<file path="config.mk">
export PLATFORM = sky130hd
export DESIGN_NAME = fetch_seq_flat
export DESIGN_NICKNAME = d
export VERILOG_FILES = /design/src/rtl/cpu_pkg.sv /design/src/rtl/fetch_seq_if.sv /design/src/rtl/fetch_seq.sv /design/src/flat_wrapper.sv
export SDC_FILE = /design/constraint.sdc
export NUM_CORES = 1
export LEC_CHECK = 0
export BUFFER_PORTS_ARGS = -buffer_cell sky130_fd_sc_hd__buf_2
export CAP_MARGIN = 10
export CORE_UTILIZATION = 57
export DETAILED_ROUTE_END_ITERATION = 10
export PLACE_DENSITY = 0.95
export SLEW_MARGIN = 40
export SYNTH_ARGS = -nofsm -noshare
export SYNTH_HDL_FRONTEND = slang
export SYNTH_SLANG_ARGS = --single-unit
</file>
<file path="constraint.sdc">
create_clock -name clk -period 4.9 [get_ports clk]
set_clock_uncertainty 0.15 [all_clocks]
set_input_delay 0.245 -clock clk [delete_from_list [all_inputs] [get_ports clk]]
set_output_delay 0.245 -clock clk [all_outputs]
set_load 0.01 [all_outputs]
</file>
<file path="src/rtl/cpu_pkg.sv">
// Shared CPU definitions: fetch sequencer state encoding and architectural fetch addresses.
package cpu_pkg;

   typedef enum logic [1:0] {
      FETCH = 2'd0,
      HOLD  = 2'd1,
      DRAIN = 2'd2
   } fetch_state_t;

   localparam logic [31:0] PC_RESET_ADDR = 32'h0000_3000;
   localparam logic [31:0] EXC_ENTRY     = 32'h0000_4180;

endpackage

</file>
<file path="src/rtl/fetch_seq_if.sv">
// Instruction-memory request/acknowledge bundle between the fetch sequencer and imem.
interface fetch_seq_if;

   logic        req;
   logic [31:0] addr;
   logic        ack;
   logic [31:0] rdata;

   modport master (output req, output addr, input ack, input rdata);
   modport slave  (input req, input addr, output ack, output rdata);

endinterface

</file>
<file path="src/rtl/fetch_seq.sv">
// F-stage sequencer: owns the fetch PC, drives imem requests, applies delayed
// D-stage redirects (after the delay slot) and immediate M-stage exception redirects.
module fetch_seq
   import cpu_pkg::*;
#(
   parameter logic [31:0] PC_RESET = PC_RESET_ADDR
) (
   input  logic        clk,
   input  logic        reset,
   input  logic        fd_ready,
   input  logic        redir_valid,
   input  logic [31:0] redir_target,
   input  logic        exc_valid,
   input  logic [31:0] exc_target,
   fetch_seq_if.master imem,
   output logic        valid_f,
   output logic [31:0] instr_f,
   output logic [31:0] pc_f
);

   fetch_state_t state_q, state_d;
   logic [31:0]  pc_q, pc_d;
   logic [31:0]  ibuf_q, ibuf_d;
   logic         rp_valid_q, rp_valid_d;
   logic [31:0]  rp_target_q, rp_target_d;
   logic [31:0]  stale_q, stale_d;
   logic         handoff;

   always_comb begin
      imem.req  = 1'b0;
      imem.addr = pc_q;
      valid_f   = 1'b0;
      instr_f   = imem.rdata;
      if (!reset) begin
         case (state_q)
            FETCH: begin
               imem.req = 1'b1;
               valid_f  = imem.ack & ~exc_valid;
            end
            HOLD: begin
               valid_f = ~exc_valid;
               instr_f = ibuf_q;
            end
            DRAIN: begin
               // The abandoned request must stay stable until imem acks it.
               imem.req  = 1'b1;
               imem.addr = stale_q;
            end
            default: ;
         endcase
      end
   end

   assign pc_f    = pc_q;
   assign handoff = valid_f & fd_ready;

   always_comb begin
      state_d     = state_q;
      pc_d        = pc_q;
      ibuf_d      = ibuf_q;
      rp_valid_d  = rp_valid_q;
      rp_target_d = rp_target_q;
      stale_d     = stale_q;

      if (exc_valid) begin
         pc_d       = exc_target;
         rp_valid_d = 1'b0;
         if (state_q == HOLD || imem.ack) begin
            state_d = FETCH;
         end else begin
            state_d = DRAIN;
            if (state_q == FETCH) stale_d = pc_q;
         end
      end else if (handoff) begin
         // The instruction leaving now is the delay slot if a redirect is live.
         if (redir_valid)     pc_d = redir_target;
         else if (rp_valid_q) pc_d = rp_target_q;
         else                 pc_d = pc_q + 32'd4;
         rp_valid_d = 1'b0;
         state_d    = FETCH;
      end else begin
         if (redir_valid) begin
            rp_valid_d  = 1'b1;
            rp_target_d = redir_target;
         end
         case (state_q)
            FETCH: if (imem.ack) begin
               state_d = HOLD;
               ibuf_d  = imem.rdata;
            end
            DRAIN: if (imem.ack) state_d = FETCH;
            default: ;
         endcase
      end
   end

   always_ff @(posedge clk) begin
      if (reset) begin
         state_q     <= FETCH;
         pc_q        <= PC_RESET;
         ibuf_q      <= 32'd0;
         rp_valid_q  <= 1'b0;
         rp_target_q <= 32'd0;
         stale_q     <= 32'd0;
      end else begin
         state_q     <= state_d;
         pc_q        <= pc_d;
         ibuf_q      <= ibuf_d;
         rp_valid_q  <= rp_valid_d;
         rp_target_q <= rp_target_d;
         stale_q     <= stale_d;
      end
   end

endmodule

</file>
<file path="src/flat_wrapper.sv">
// flat-port wrapper written by rule: the top's interface ports become plain ports
module fetch_seq_flat import cpu_pkg::*;
#(
   parameter logic [31:0] PC_RESET = PC_RESET_ADDR
)
  (clk, reset, fd_ready, redir_valid, redir_target, exc_valid, exc_target, valid_f, instr_f, pc_f, imem_req, imem_addr, imem_ack, imem_rdata);
  fetch_seq_if imem_i ();
  input  logic clk;
  input  logic reset;
  input  logic fd_ready;
  input  logic redir_valid;
  input  logic [31:0] redir_target;
  input  logic exc_valid;
  input  logic [31:0] exc_target;
  output logic valid_f;
  output logic [31:0] instr_f;
  output logic [31:0] pc_f;
  output wire logic [$bits(imem_i.req)-1:0] imem_req;
  output wire logic [$bits(imem_i.addr)-1:0] imem_addr;
  input wire logic [$bits(imem_i.ack)-1:0] imem_ack;
  input wire logic [$bits(imem_i.rdata)-1:0] imem_rdata;
  assign imem_req = imem_i.req;
  assign imem_addr = imem_i.addr;
  assign imem_i.ack = imem_ack;
  assign imem_i.rdata = imem_rdata;
  fetch_seq #(.PC_RESET(PC_RESET)) u_core (.clk(clk), .reset(reset), .fd_ready(fd_ready), .redir_valid(redir_valid), .redir_target(redir_target), .exc_valid(exc_valid), .exc_target(exc_target), .imem(imem_i), .valid_f(valid_f), .instr_f(instr_f), .pc_f(pc_f));
endmodule
</file>
== Word level (Yosys, flattened, before mapping) ==
Index checks and enable logic that the tools add are counted.
Operators by class
  $add $sub $neg: 1
  eq/ne operators: 4
  muxes and demuxes: 18
  bitwise logic cells: 5
  reductions and logical operators: 10
Operator list (count)
  2-to-1 mux 32 bit: 8
  adder 32 x 3 -> 32 bit (second input constant): 1
  2-to-1 mux 2 bit: 5
  AND reduction 3 bit: 3
  inequality test 4 x 3 -> 1 bit (second input constant): 2
  one-hot mux 2 bit (2 select lines): 1
  AND reduction 4 bit: 1
  nonzero test 4 bit: 1
  2-to-1 mux 1 bit: 3
  NOT 1 bit: 3
  OR reduction 3 bit: 1
  AND 1 bit: 2
  == test 2 x 1 -> 1 bit (second input constant): 1
  == test 2 bit (second input constant): 1
  zero test 2 bit: 1
  one-hot mux 1 bit (2 select lines): 1
  nonzero test 2 bit: 1
  OR reduction 2 bit: 1
  logical OR 1 bit: 1
Storage, ports and cells
  bits in registers: 131
  bits of input ports: 102
  output and inout port bits: 98
  logic and storage cells: 44

== Longest topological paths before layout ==
  word-level depth: 7
  gate-level depth with buffers: 8
  depth with buffers taken out: 6

== Worst setup path after synthesis ==
No wires, ideal clock.
  kind: register -> register
  start: reg u_core.pc_q[2], in the netlist u_core.pc_f[2]
  end: reg u_core.pc_q[28], in the netlist u_core.pc_f[28]
  arrival time: 1.885 ns
  required time: 4.647 ns
  path slack: 2.761 ns
  stages on the path, launching flop included: 7
  path through: dfxtp_1 ha_1 and4_1 nand4_4 nor4_4 xnor2_1 a2111oi_2
On the way
  cells in the longest elaborated chain, start to end: 5
RTL lines
  from (decl): line fetch_seq.sv:22  | logic [31:0] pc_q, pc_d;
  from (signal assigned): line fetch_seq.sv:107  | pc_q <= pc_d;
  adder 32 x 3 -> 32 bit: line fetch_seq.sv:78  | else pc_d = pc_q + 32'd4;
  2-to-1 mux 32 bit: line fetch_seq.sv:77  | else if (rp_valid_q) pc_d = rp_target_q;
  2-to-1 mux 32 bit: line fetch_seq.sv:76  | if (redir_valid) pc_d = redir_target;
  2-to-1 mux 32 bit: line fetch_seq.sv:74  | end else if (handoff) begin
  2-to-1 mux 32 bit: line fetch_seq.sv:65  | if (exc_valid) begin
Every way passes these cells. The select of a mux whose other input is x is not followed.
A chain may end at the register's enable or synchronous reset.

== Worst setup path after layout ==
  start: reg u_core.state_q[1]
  end: out instr_f[20]
On the way
  cells in the longest elaborated chain, start to end: 3
RTL lines
  from (decl): line fetch_seq.sv:21  | fetch_state_t state_q, state_d;
  from (signal assigned): line fetch_seq.sv:106  | state_q <= state_d;
  == test 2 x 1 -> 1 bit: line fetch_seq.sv:35  | case (state_q)
  2-to-1 mux 32 bit: line fetch_seq.sv:35
  2-to-1 mux 32 bit: line fetch_seq.sv:34  | if (!reset) begin
  to (decl): line flat_wrapper.sv:16  | output logic [31:0] instr_f;
Every way passes these cells.

==> impl_results.md <==
- Outcome: finished clean
- Register bit count reported by yosys: 131
- HPWL Detailed: 14200 microns
- Worst supply voltage drop on vdd: 0.226 mV
- Number of antenna diodes: 0
- Global-route wire length before repair: 38500 microns
- Maxcap violations: 0
- Sequential-to-total area share from yosys stat: 37.8%
- Share of power burned in combinational logic: 17.0%
- Critical path required time: 4510 ps
- Net count, final: 1210
- Startpoint Class: flop
- Die height: 112 microns
- Capture endpoint of the worst hold path: u_core.pc_f[8]$_SDFFE_PP0P_
- Top cell type's share of synthesized area: 37.8%
- Clk pwr share: 42.8%
- Number of H-tree levels: 4
- Fin crit period: 2570 ps
- Die width: 112 microns
- Power density of the placed cells: 324 mW/mm^2
- Overflow left after global routing: 0
- RSZ-0062 raised after global routing: no
- Final setup fails: 0
- Final estimated routing congestion in global placement: 0.881
- Netlist area before placement: 0.00694 sq mm
- Ratio of cells with drive above 1 in the final layout: 29.4%
- Number of primary I/O pins: 200
- Routed vias: 8005
- GR Util All Layers: 38.9%
- Static leakage: 3.75 nW
- Endpoint of the worst register-to-register path: u_core.ibuf_q[0]$_SDFFE_PP0P_
- Area enclosed by the die boundary: 0.0126 sq mm
- TritonCTS clock tree: yes
- Starting utilization of the core area: 59.5%
- Standard-cell row count: 39
- Fin. max-slew vios: 0
- Average wire length per cell after detail routing: 19.5 microns
- Cell accounting for the most synthesized area: dfxtp_1
- Critical Setup Path Class: flop to primary output
- Clock-pin slew on the worst setup and hold paths: 60 ps
- Period utilization: 52.4%
- Number of flops mapped to enable cells by yosys: 0
- Pin count of the biggest net entering global routing: 99
- Sum of routed wire length over all layers: 24600 microns
- Count of input and output buffers: 199
- Number of buffers created by CTS: 17
- Cell count of the worst hold path: 3
- Endpoint type of the worst setup path: primary output
- Flop2flop setup slack: 2430 ps
- Peak fanout along the critical path: 32
- Tightest slew margin relative to the limit: 47.2%
- Worst hold path startpoint: exc_target[8]
- Total negative slack: 0 ps
- Synthesized area divided by synthesized cell count: 7.90 sq um
- DR DRC count: 0
- Number of DRC markers in iteration 0: 1480
- Fraction of the core area covered by cells at the end of the flow: 78.8%
- Vias in the first global route: 7364
- Synth-to-layout area growth: 32.4%
- Design internal power: 2.13 mW
- Worst-Skew Late Latency: 420 ps
- R2R depth: 6
- Drt pass-1 iters: 9
- Routed Antenna Nets: 0
- Area of the placeable core: 0.0117 sq mm
- Cell types with the highest counts after synthesis: nand2_1, dfxtp_1, a21oi_1, mux2_2, nor2_1
- Synthesized Nets: 982
- Signal arrival time at the worst endpoint: 2170 ps
- Synth top area cells: dfxtp_1, nand2_1, mux2_2
- Worst r2r src: u_core.state_q[0]$_SDFFE_PP0P_
- Flip-flop cell with the highest count after synthesis: dfxtp_1
- Cells after synthesis: 879
- Peak Freq: 0.390 GHz
- Vias per cell: 6.34
- Buffer depth of the longest clock path: 2
- Number of instances in the placed design: 1158
- Final Instance Count excl. Fillers: 1263
- Number of antenna violations at the first check in global routing: 0
- Yosys warning count: 0
- Worst slew pin tran: 792 ps
- Number of distinct library cell variants in the gate-level netlist after synthesis: 64
- Sequential fraction of design power: 40.2%
- Clock Sink Count: 131
- Most frequently used cell type in the post-synthesis netlist: nand2_1
- Post-synthesis async set-or-reset flop share: 0%
- Hold Path Class: input pin to flop
- Share of total power consumed by net switching: 28.4%
- Net switching component of the power: 0.845 mW
- Hold Violations, Final: 0
- Clock tree root driver cell: clkbuf_16
- Cells resized by post-CTS repair: 0
timing repair:
action | CTS | global route
hold endpoints to repair | 73 | 0
setup endpoints to repair | 0 | 0
buffers inserted | 0 | 0
hold buffers | 73 | 0
per-stage QoR:
stage / worst slack [ps] / hold WS, ps / power, mW / instance area, sq um
final: 2330 / 26.4 / 2.98 / 9190
after global routing: 2230 / 37.5 / 3.08 / 9190
after CTS: 2370 / 3.85 / 2.94 / 9190
after detailed placement: 2390 / 294 / 1.65 / 7860
after global placement: 2190 / 288 / 1.63 / 7850
after floorplan: 2760 / 218 / 1.47 / 6940
cell type report:
type,count,area [sq um]
Fill cell,727,2470
Inverter,6,22.5
Clock buffer,20,467
Timing Repair Buffer,283,1820
Tap cell,143,179
Clock inverter,12,130
Multi-Input combinational cell,668,3960
Sequential cell,131,2620
power by group through the flow:
stage	sequential, mW	clock, mW	combinational, mW
floorplan	1.19	0	0.279
global placement	1.21	0	0.423
detailed placement	1.21	0	0.434
CTS	1.19	1.27	0.483
global route	1.20	1.34	0.542
finish	1.20	1.27	0.507
registers in the layout, summed over array words and instances (netlist names):
register            flops
u_core.state_q          2
u_core.stale_q         32
u_core.ibuf_q          32
u_core.rp_target_q     32
u_core.rp_valid_q       1
u_core.pc_f            32
layout by cell type (no fill, tap or decap), types with 6 or more instances in the layout:
cell	n
mux2_2	64
o22ai_1	7
nand3_1	16
o32ai_1	6
a21oi_1	127
buf_2	198
mux2i_1	6
inv_1	6
dlygate4sd3_1	73
a221o_1	11
clkbuf_16	17
nor3_1	16
nor2_1	46
nand2_1	222
o21ai_0	19
buf_4	11
dfxtp_1	131
a221oi_1	14
nand4_1	12
worst max-delay path by stage:
stage,startpoint,end,slack (ps),depth (start not counted)
after floorplan,u_core.pc_f[2]$_SDFFE_PP0P_,u_core.pc_f[28]$_SDFFE_PP0P_,2760,6
after global placement,reset,u_core.ibuf_q[5]$_SDFFE_PP0P_,2190,7
after detailed placement,reset,u_core.ibuf_q[0]$_SDFFE_PP0P_,2390,7
after CTS,u_core.state_q[1]$_SDFFE_PP0P_,instr_f[20],2370,5
after global routing,u_core.state_q[0]$_SDFFE_PP0P_,u_core.ibuf_q[5]$_SDFFE_PP0P_,2230,6
final,u_core.state_q[1]$_SDFFE_PP0P_,instr_f[20],2330,5
worst max-delay path: stages (launching register included):
cell and delay [ps]:
dfxtp_1 350, or2_1 340, nor2_2 100, buf_4 380
mux2_2 410, buf_2 160
cell families after synthesis:
kind of cell / Yosys count / synth area share, %
and+or+nand+nor: 358 / 23.3
AOI/OAI and AO/OA: 229 / 20.6
DFF: 131 / 37.8
buffers and inverters: 80 / 5.70
muxes: 70 / 11.2
xor gates and xnor gates: 10 / 1.26
adders and majority gates: 1 / 0.180
per-layer routing:
metal / GRT usage (%) / vias up / share of wire, %
li1: - / 3577 / -
met1: 46.5 / 3682 / 37
met2: 64.4 / 618 / 47
met3: 9.56 / 128 / 11
met4: 21.9 / 0 / 4.8
met5: 0 / - / 0
Note: power is estimated with default switching activity, not from simulation.
